**src/rtl/jtkiwi_obj_pkg.sv**
```systemverilog
// Shared definitions for the SETA object line-drawing engine: attribute bit
// positions, object geometry and the draw FSM encoding.
package jtkiwi_obj_pkg;

  localparam int ATTR_HFLIP  = 15;
  localparam int ATTR_VFLIP  = 14;
  localparam int ATTR_PAL_HI = 13;
  localparam int ATTR_PAL_LO = 9;

  localparam int OBJ_W  = 16;
  localparam int HALF_W = OBJ_W / 2;

  typedef enum logic [1:0] {
    ST_IDLE  = 2'd0,
    ST_FETCH = 2'd1,
    ST_DRAW  = 2'd2
  } state_t;

  // Line-buffer word: palette in the upper bits, 4bpp pixel in the lower.
  function automatic logic [8:0] buf_word(input logic [4:0] pal, input logic [3:0] pix);
    return {pal, pix};
  endfunction

endpackage

```
**src/rtl/jtkiwi_obj_draw_pxl.sv**
```systemverilog
// Eight-pixel plane shifter: holds one 32-bit graphics word (one byte per
// bit-plane) and presents the current pixel, shifting toward the next one.
module jtkiwi_obj_draw_pxl (
  input  logic        clk,
  input  logic        load,
  input  logic        shift,
  input  logic        eh,
  input  logic [31:0] din,
  output logic [3:0]  pix
);

  logic [31:0] data;

  // NOTE: pure datapath register with no reset; its contents are only
  // observed in DRAW, which is always preceded by a load.
  always_ff @(posedge clk) begin
    if (load) begin
      data <= din;
    end else if (shift) begin
      for (int k = 0; k < 4; k++) begin
        data[8*k +: 8] <= eh ? {1'b0, data[8*k+1 +: 7]} : {data[8*k +: 7], 1'b0};
      end
    end
  end

  // Unflipped rows read each plane MSB first; flipped rows read LSB first.
  assign pix = eh ? {data[24], data[16], data[8], data[0]}
                  : {data[31], data[23], data[15], data[7]};

endmodule

```
**src/rtl/jtkiwi_obj_draw.sv**
```systemverilog
// Object line-drawing engine: accepts one 16-pixel object row per draw
// request, fetches its two ROM words and writes opaque pixels to the line buffer.
module jtkiwi_obj_draw
  import jtkiwi_obj_pkg::*;
#(
  parameter logic SWAP_HALVES = 1'b0
) (
  input  logic        rst,
  input  logic        clk,

  input  logic        draw,
  output logic        busy,
  input  logic [15:0] code,
  input  logic [15:0] attr,
  input  logic [8:0]  xpos,
  input  logic [3:0]  ysub,
  input  logic        flip,

  output logic [17:0] rom_addr,
  output logic        rom_cs,
  input  logic        rom_ok,
  input  logic [31:0] rom_data,

  output logic [8:0]  buf_addr,
  output logic        buf_we,
  output logic [8:0]  buf_din,

  input  logic [7:0]  debug_bus
);

  state_t      state, state_nx;
  logic        accept;
  logic        load;
  logic        settled;
  logic        eh;
  logic        second;
  logic [2:0]  cnt;
  logic [4:0]  pal;
  logic [8:0]  x;
  logic [3:0]  pix;
  logic [3:0]  col;
  logic        eh_in;
  logic [3:0]  row_in;

  logic unused;
  assign unused = ^{debug_bus, code[15:13], attr[8:0]};

  assign eh_in  = attr[ATTR_HFLIP] ^ flip;
  assign row_in = ysub ^ {4{attr[ATTR_VFLIP]}};

  always_ff @(posedge clk) begin
    if (rst) state <= ST_IDLE;
    else     state <= state_nx;
  end

  // NOTE: every signal written here gets a default first, so no path
  // through the case statement can infer a latch.
  always_comb begin
    state_nx = state;
    accept   = 1'b0;
    load     = 1'b0;
    case (state)
      ST_IDLE: begin
        if (draw) begin
          state_nx = ST_FETCH;
          accept   = 1'b1;
        end
      end
      ST_FETCH: begin
        // rom_ok in the first FETCH cycle still refers to the previous address.
        if (settled && rom_ok) begin
          state_nx = ST_DRAW;
          load     = 1'b1;
        end
      end
      ST_DRAW: begin
        if (cnt == 3'(HALF_W - 1)) state_nx = second ? ST_IDLE : ST_FETCH;
      end
      default: state_nx = ST_IDLE;
    endcase
  end

  always_ff @(posedge clk) begin
    if (rst) begin
      settled  <= 1'b0;
      eh       <= 1'b0;
      second   <= 1'b0;
      cnt      <= 3'd0;
      pal      <= 5'd0;
      x        <= 9'd0;
      rom_addr <= 18'd0;
    end else begin
      settled <= (state == ST_FETCH);
      if (accept) begin
        eh       <= eh_in;
        pal      <= attr[ATTR_PAL_HI:ATTR_PAL_LO];
        x        <= xpos;
        second   <= 1'b0;
        cnt      <= 3'd0;
        rom_addr <= {code[12:0], row_in, SWAP_HALVES ^ eh_in};
      end else if (state == ST_DRAW) begin
        cnt <= cnt + 3'd1;
        if (cnt == 3'(HALF_W - 1) && !second) begin
          second      <= 1'b1;
          rom_addr[0] <= ~rom_addr[0];
        end
      end
    end
  end

  jtkiwi_obj_draw_pxl u_pxl (
    .clk   (clk),
    .load  (load),
    .shift (state == ST_DRAW),
    .eh    (eh),
    .din   (rom_data),
    .pix   (pix)
  );

  assign col    = {second, cnt};
  assign busy   = (state != ST_IDLE);
  assign rom_cs = (state == ST_FETCH);

  always_comb begin
    buf_we   = 1'b0;
    buf_addr = 9'd0;
    buf_din  = 9'd0;
    if (state == ST_DRAW) begin
      buf_we   = (pix != 4'd0);
      buf_addr = x + {5'd0, col};
      buf_din  = buf_word(pal, pix);
    end
  end

endmodule

```
**config.mk**
```make
export PLATFORM = sky130hd
export DESIGN_NAME = jtkiwi_obj_draw
export DESIGN_NICKNAME = d
export VERILOG_FILES = /design/src/rtl/jtkiwi_obj_pkg.sv /design/src/rtl/jtkiwi_obj_draw_pxl.sv /design/src/rtl/jtkiwi_obj_draw.sv
export SDC_FILE = /design/constraint.sdc
export NUM_CORES = 1
export LEC_CHECK = 0
export ABC_AREA = 0
export CAP_MARGIN = 10
export CORE_MARGIN = 4
export CORE_UTILIZATION = 44
export CTS_CLUSTER_DIAMETER = 80
export CTS_CLUSTER_SIZE = 25
export DETAILED_ROUTE_END_ITERATION = 16
export PLACE_DENSITY = 0.8
export SYNTH_ARGS = -nofsm -noshare
export SYNTH_HDL_FRONTEND = slang
export SYNTH_SLANG_ARGS = --single-unit
```
**constraint.sdc**
```tcl
create_clock -name clk -period 2.7 [get_ports clk]
set_input_delay 0.54 -clock clk [delete_from_list [all_inputs] [get_ports clk]]
set_output_delay 0.54 -clock clk [all_outputs]
set_load 0.05 [all_outputs]
```
# Yosys cells after proc, flatten, opt, wreduce, memory -nomap -nowiden
# Cells that the tools add are included.
[word_totals]
elab_cells = 56
output_inout_bits = 39
regBits = 72
[classes]
n_reduce_logical = 13
add_sub_neg = 2
n_mux = 22
n_eq_ne = 6
bitwise = 3
[op_table]
columns = ["op", "n"]
rows = [
  ["32-bit two-way mux", 2],
  ["8-bit two-way mux", 4],
  ["9-bit two-way mux", 2],
  ["9-bit by 4-bit adder with 9-bit output", 1],
  ["1-bit two-way mux", 9],
  ["2-bit nonzero test", 4],
  ["2-bit two-way mux", 3],
  ["2-bit one-hot mux with 3 select lines", 1],
  ["4-bit two-way mux", 1],
  ["2-bit != test (second input constant)", 2],
  ["2-bit AND reduction", 2],
  ["4-bit nonzero test", 1],
  ["4-bit XOR", 1],
  ["3-bit by 1-bit adder with 3-bit output (second input constant)", 1],
  ["3-bit == test (second input constant)", 1],
  ["3-bit AND reduction", 1],
  ["2-bit by 1-bit == test with 1-bit output (second input constant)", 1],
  ["2-bit == test (second input constant)", 1],
  ["1-bit logical AND", 2],
  ["2-bit logical NOT", 1],
  ["2-bit by 1-bit != test with 1-bit output (second input constant)", 1],
  ["2-bit OR reduction", 1],
  ["1-bit logical NOT", 1],
  ["1-bit NOT", 1],
  ["1-bit XOR", 1],
]

# Depth between registers and ports, before layout
[logic_depth]
word_depth = 5
depth_mapped = 6
ltp_nobuf = 5

# By module
# Synthesis repeated with hierarchy kept, for this count alone.
[hier_totals]
hier_cells = 310
hier_area_um2 = 3379.5
[modules_own_cells]
columns = ["mod", "cells_per_inst", "seq_area_each_um2", "area_per_inst_um2", "instances"]
rows = [
  ["jtkiwi_obj_draw", 179, 800.8, 1752.9, 1],
  ["jtkiwi_obj_draw_pxl", 131, 960.9, 1626.6, 1],
]

# Least setup slack after synthesis
# Ideal clock, no wire load.
[synth_path]
kind = "flip-flop to output port"
startpoint = "reg cnt[0]"
endpoint = "out buf_addr[4]"
stages_incl_launch_ff = 6
path_slack_ns = -0.219
arrival_ns = 2.379
path_cell_list = "dfxtp_1 > ha_1 > fa_1 > nand3_1 > a21oi_1 > nor3b_1"
[synth_via]
elab_chain_len = 2
[synth_rtl]
columns = ["item", "line", "source"]
rows = [
  ["start, declared", "jtkiwi_obj_draw.sv:37", "logic [2:0] cnt;"],
  ["start signal, assigned", "jtkiwi_obj_draw.sv:102", "cnt <= cnt + 3'd1;"],
  ["9-bit by 4-bit adder with 9-bit output", "jtkiwi_obj_draw.sv:130", "buf_addr = x + {5'd0, col};"],
  ["9-bit two-way mux", "jtkiwi_obj_draw.sv:128", "if (state == ST_DRAW) begin"],
  ["end, declared", "jtkiwi_obj_draw.sv:24", "output logic [8:0] buf_addr,"],
]
# Every way passes these cells.

# Worst setup path after layout
[layout_path]
startpoint = "reg cnt[0]"
endpoint = "out buf_addr[6]"
# Same word-level chain as after synthesis.

==> results_tabular.tex <==
\begin{tabular}{lr}
\hline
Metric & Value \\
\hline
\multicolumn{2}{l}{\textbf{Run status}} \\
Status & finished, final reports clean \\
\multicolumn{2}{l}{\textbf{Clock tree}} \\
Insertion delay of the later-clocked pin in the worst-skew pair & 340 ps \\
Worst-path clk slew & 70 ps \\
Hold Buf Count CTS & 0 \\
Count of clock tree sinks & 72 \\
TritonCTS clock tree & done \\
H-tree depth & 3 \\
Cell chosen for the clock root & sky130\_fd\_sc\_hd\_\_clkbuf\_8 \\
Number of buffers inserted during clock tree synthesis & 9 \\
Deepest clock path buffer count & 2 \\
\multicolumn{2}{l}{\textbf{Setup path}} \\
Required time worst endpoint & 2160 ps \\
Depth of the most critical reg-to-reg path & 3 \\
Worst-path maximum fanout & 6 \\
Flop-to-flop setup slack & roughly 890 ps \\
Data arrival, critical path & 2050 ps \\
Worst r2r src & state[0]\$\_SDFFE\_PP0P\_ \\
Nature of the critical path startpoint & flip-flop \\
Endpoint type of the worst setup path & output pin \\
CP Class & flip-flop to output pin \\
Capture instance of the worst register-to-register path & u\_pxl.data[22]\$\_DFFE\_PP\_ \\
\multicolumn{2}{l}{\textbf{Final layout}} \\
Finished Core Util & 0.666 \\
Antenna Cells & 0 \\
Area Overhead vs Synth & 44.3\% \\
Count of placed standard cells in the final layout, fillers left out & 533 \\
Share of cells above drive strength 1 & 0.115 \\
NumNets Final & roughly 530 \\
Post-route cell area & between 0.004 and 0.005 mm2 \\
\multicolumn{2}{l}{\textbf{GRT}} \\
Total routing resource utilization after global routing & 0.190 \\
Maximum number of pins on one net before global-route repair & 57 \\
Overflow left after global routing & 0 \\
Initial antenna violation count & 0 \\
Number of global-route vias before repair & 2863 \\
First-pass GRT wire length & 13300 um \\
\multicolumn{2}{l}{\textbf{STA}} \\
Number of endpoints with negative hold slack in the final report & 0 \\
Slew at the pin with the worst max-slew slack & 559 ps \\
Total setup violations reported at the end of the flow & 0 \\
Tmin final & 2590 ps \\
Worst clock skew on the final layout & 17.3 ps \\
Final critical-path share of the clock period & 0.960 \\
Headroom to the max-slew limit & 0.627 \\
Final Max Slew Viols & 0 \\
Min Hold Slack & 473 ps \\
Achievable frequency & just under 0.4 GHz \\
\multicolumn{2}{l}{\textbf{Synth}} \\
Sequential-to-total area share from yosys stat & 0.518 \\
Count of distinct cell types in the synthesized netlist & 39 \\
Proportion of netlist area held by the largest area contributor & 0.283 \\
Post-Synthesis Cells & approximately 320 \\
Net count after synthesis & between 400 and 500 \\
Largest cells by area after synthesis & sky130\_fd\_sc\_hd\_\_edfxtp\_1 28\%, sky130\_fd\_sc\_hd\_\_dfxtp\_1 24\%, sky130\_fd\_sc\_hd\_\_mux2i\_1 8.5\%, sky130\_fd\_sc\_hd\_\_a22o\_1 7.7\%, sky130\_fd\_sc\_hd\_\_nand2\_1 5.6\% \\
Synthesized cell area & 0.00340 mm2 \\
Number of warnings reported in the yosys synthesis log & 0 \\
Syn\_area\_per\_cell & roughly 11 um2 \\
Area leader, netlist & sky130\_fd\_sc\_hd\_\_edfxtp\_1 \\
Synthesized flop and latch total & 72 \\
\multicolumn{2}{l}{\textbf{Place}} \\
Post-DP HPWL & around 6200 um \\
Global placement routability congestion & 0.836 \\
Post-placement cell count & 517 \\
Placed standard-cell area & 0.00469 mm2 \\
Quantity of I/O buffers inserted on ports & 108 \\
\multicolumn{2}{l}{\textbf{Min path}} \\
Worst min-delay path category & flip-flop to flip-flop \\
Endpoint with the worst hold slack & pal[4]\$\_SDFFE\_PP0P\_ \\
Beginning of the worst hold path & pal[4]\$\_SDFFE\_PP0P\_ \\
Worst hold stages & 1 \\
\multicolumn{2}{l}{\textbf{Detailed routing}} \\
Number of detailed-route iterations in the first pass & 5 \\
Remaining design rule violation count & 0 \\
Number of vias per cell after detailed routing & 5.32 \\
Post-DRT Antenna Nets & 0 \\
Number of vias after detailed routing & 2834 \\
Total wire length & 8410 um \\
Number of DRC markers after the initial detailed-route iteration & 121 \\
Routed wirelength normalized by instance count & 15.8 um \\
\multicolumn{2}{l}{\textbf{Floorplanning}} \\
Placeable core region & $\sim$0.0074 mm2 \\
Die width & 95.9 um \\
Die extent in y & $\sim$96 um \\
Effective utilization at floorplan & 0.461 \\
Number of placed I/O pins & 129 \\
FP Rows & 31 \\
Die Footprint & 0.00920 mm2 \\
\multicolumn{2}{l}{\textbf{Power}} \\
Total power divided by cell area & around 500 mW/mm2 \\
Pleak & 1.79 nW \\
Highest ir drop seen on vdd & about 0.00041 V \\
\multicolumn{2}{l}{\textbf{Job}} \\
Number of maximum-capacitance constraint violations & 0 \\
\hline
\end{tabular}
==> cells by family (layout without fill, tap and decap cells) <==
| group | after synthesis | count (layout) | share of synthesized area |
|---|---|---|---|
| simple gates | 99 | 99 | 0.143 |
| flops | 72 | 72 | 0.518 |
| mux | 29 | 29 | 0.0854 |
| compound gates | 82 | 82 | 0.165 |
| buf+inv | 26 | 137 | 0.0401 |
| xor+xnor | 8 | 8 | 0.0206 |
| fa+ha+maj | 7 | 7 | 0.0280 |
==> critical path, stage by stage, from the launching register on <==
cell and delay (ps):
sky130_fd_sc_hd__dfxtp_1 390, sky130_fd_sc_hd__ha_1 220, sky130_fd_sc_hd__fa_1 250, sky130_fd_sc_hd__nand3_2 140, sky130_fd_sc_hd__a2111o_1 390, sky130_fd_sc_hd__o21ai_1 150
sky130_fd_sc_hd__buf_12 170
==> worst max-delay path by stage <==
stage	from	endpoint	slack (ps)	cells past startpoint
after floorplan	cnt[0]$_SDFFE_PP0N_	buf_addr[6]	230	5
after global placement	cnt[0]$_SDFFE_PP0N_	buf_addr[4]	460	6
after detailed placement	cnt[0]$_SDFFE_PP0N_	buf_addr[4]	440	6
after CTS	cnt[0]$_SDFFE_PP0N_	buf_addr[6]	40	6
after global routing	cnt[0]$_SDFFE_PP0N_	buf_addr[6]	-7	6
final	cnt[0]$_SDFFE_PP0N_	buf_addr[6]	110	6
==> synth_stat cells (all sizes together) <==
library cell and count:
ha 6, xnor2 3, a2111o 2, buf 19, o211a 1, nand4 2
nor2 11, nand2b 2, a311oi 1, o21ba 1, dfxtp 40, o2111ai 1
edfxtp 32, and2 7, a22o 30, o21a 1, fa 1, and4b 1
nand4b 1, nor2b 3, inv 5, o21ai 32, nor3b 1, o22ai 1
a21o 1, nand3 13, and4bb 1, a211oi 1, nand2 51, clkbuf 2
a21oi 10, nor4 1, mux2i 29, or3b 1, xor2 5, or4 3
nor4b 1
==> stage by stage <==
stage | setup TNS (ps) | worst slack [ps] | power (mW)
CTS | 0 | 44.2 | 2.53
global placement | 0 | 455 | 1.62
floorplan | 0 | 231 | 1.45
global route | -7.27 | -7.27 | 2.61
detailed placement | 0 | 440 | 1.64
finish | 0 | 107 | 2.51
==> flip-flops by register name, indices dropped and copies added, names as in the netlist <==
name,cells
u_pxl.data,32
rom_addr,18
x,9
pal,5
cnt,3
state,2
eh,1
second,1
settled,1
==> layout by cell type (no fill, tap or decap), types with 3 or more instances in the layout <==
master	Yosys	layout
sky130_fd_sc_hd__a21oi_1	10	8
sky130_fd_sc_hd__clkbuf_8	0	9
sky130_fd_sc_hd__nor2_1	11	11
sky130_fd_sc_hd__a22o_1	30	30
sky130_fd_sc_hd__nand2_1	51	51
sky130_fd_sc_hd__edfxtp_1	32	32
sky130_fd_sc_hd__clkdlybuf4s50_1	0	89
sky130_fd_sc_hd__xor2_1	5	5
sky130_fd_sc_hd__nor2b_1	3	3
sky130_fd_sc_hd__inv_1	5	5
sky130_fd_sc_hd__and2_1	7	7
sky130_fd_sc_hd__dfxtp_1	40	39
sky130_fd_sc_hd__or4_1	3	3
sky130_fd_sc_hd__nand3_1	13	12
sky130_fd_sc_hd__o21ai_0	32	30
sky130_fd_sc_hd__ha_1	6	6
sky130_fd_sc_hd__xnor2_1	3	3
sky130_fd_sc_hd__buf_12	0	14
sky130_fd_sc_hd__mux2i_1	29	29
sky130_fd_sc_hd__buf_4	1	13
==> routing by layer <==
| metal | track usage | routed length, um |
|---|---|---|
| met1 | 0.225 | 3620 |
| met2 | 0.311 | 3870 |
| met3 | 0.0719 | 775 |
| met4 | 0.0758 | 145 |
| met5 | 0 | 0 |
==> cell type report <==
| cell class | instances | area (um2) |
|---|---|---|
| multi-input combinational | 225 | 1520 |
| clock buffer | 11 | 153 |
| sequential | 72 | 1760 |
| timing repair buffer | 116 | 1270 |
| clock inverter | 5 | 61.3 |
| fill | 583 | 2460 |
| inverter | 5 | 18.8 |
| tap | 99 | 124 |
==> timing repair <==
item | 4_1_cts | 5_1_grt
setup buffers | 0 | 0
setup endpoints to repair | 0 | 4
resized for setup | 0 | 2
endpoints found under the hold margin | 0 | 0
==> report_power, final <==
part	internal, mW	total, mW	switching (mW)
clock network	0.490	0.899	0.409
registers	1.19	1.23	0.0435
logic	0.195	0.381	0.186
No activity file was read; power rests on OpenSTA's default activity.
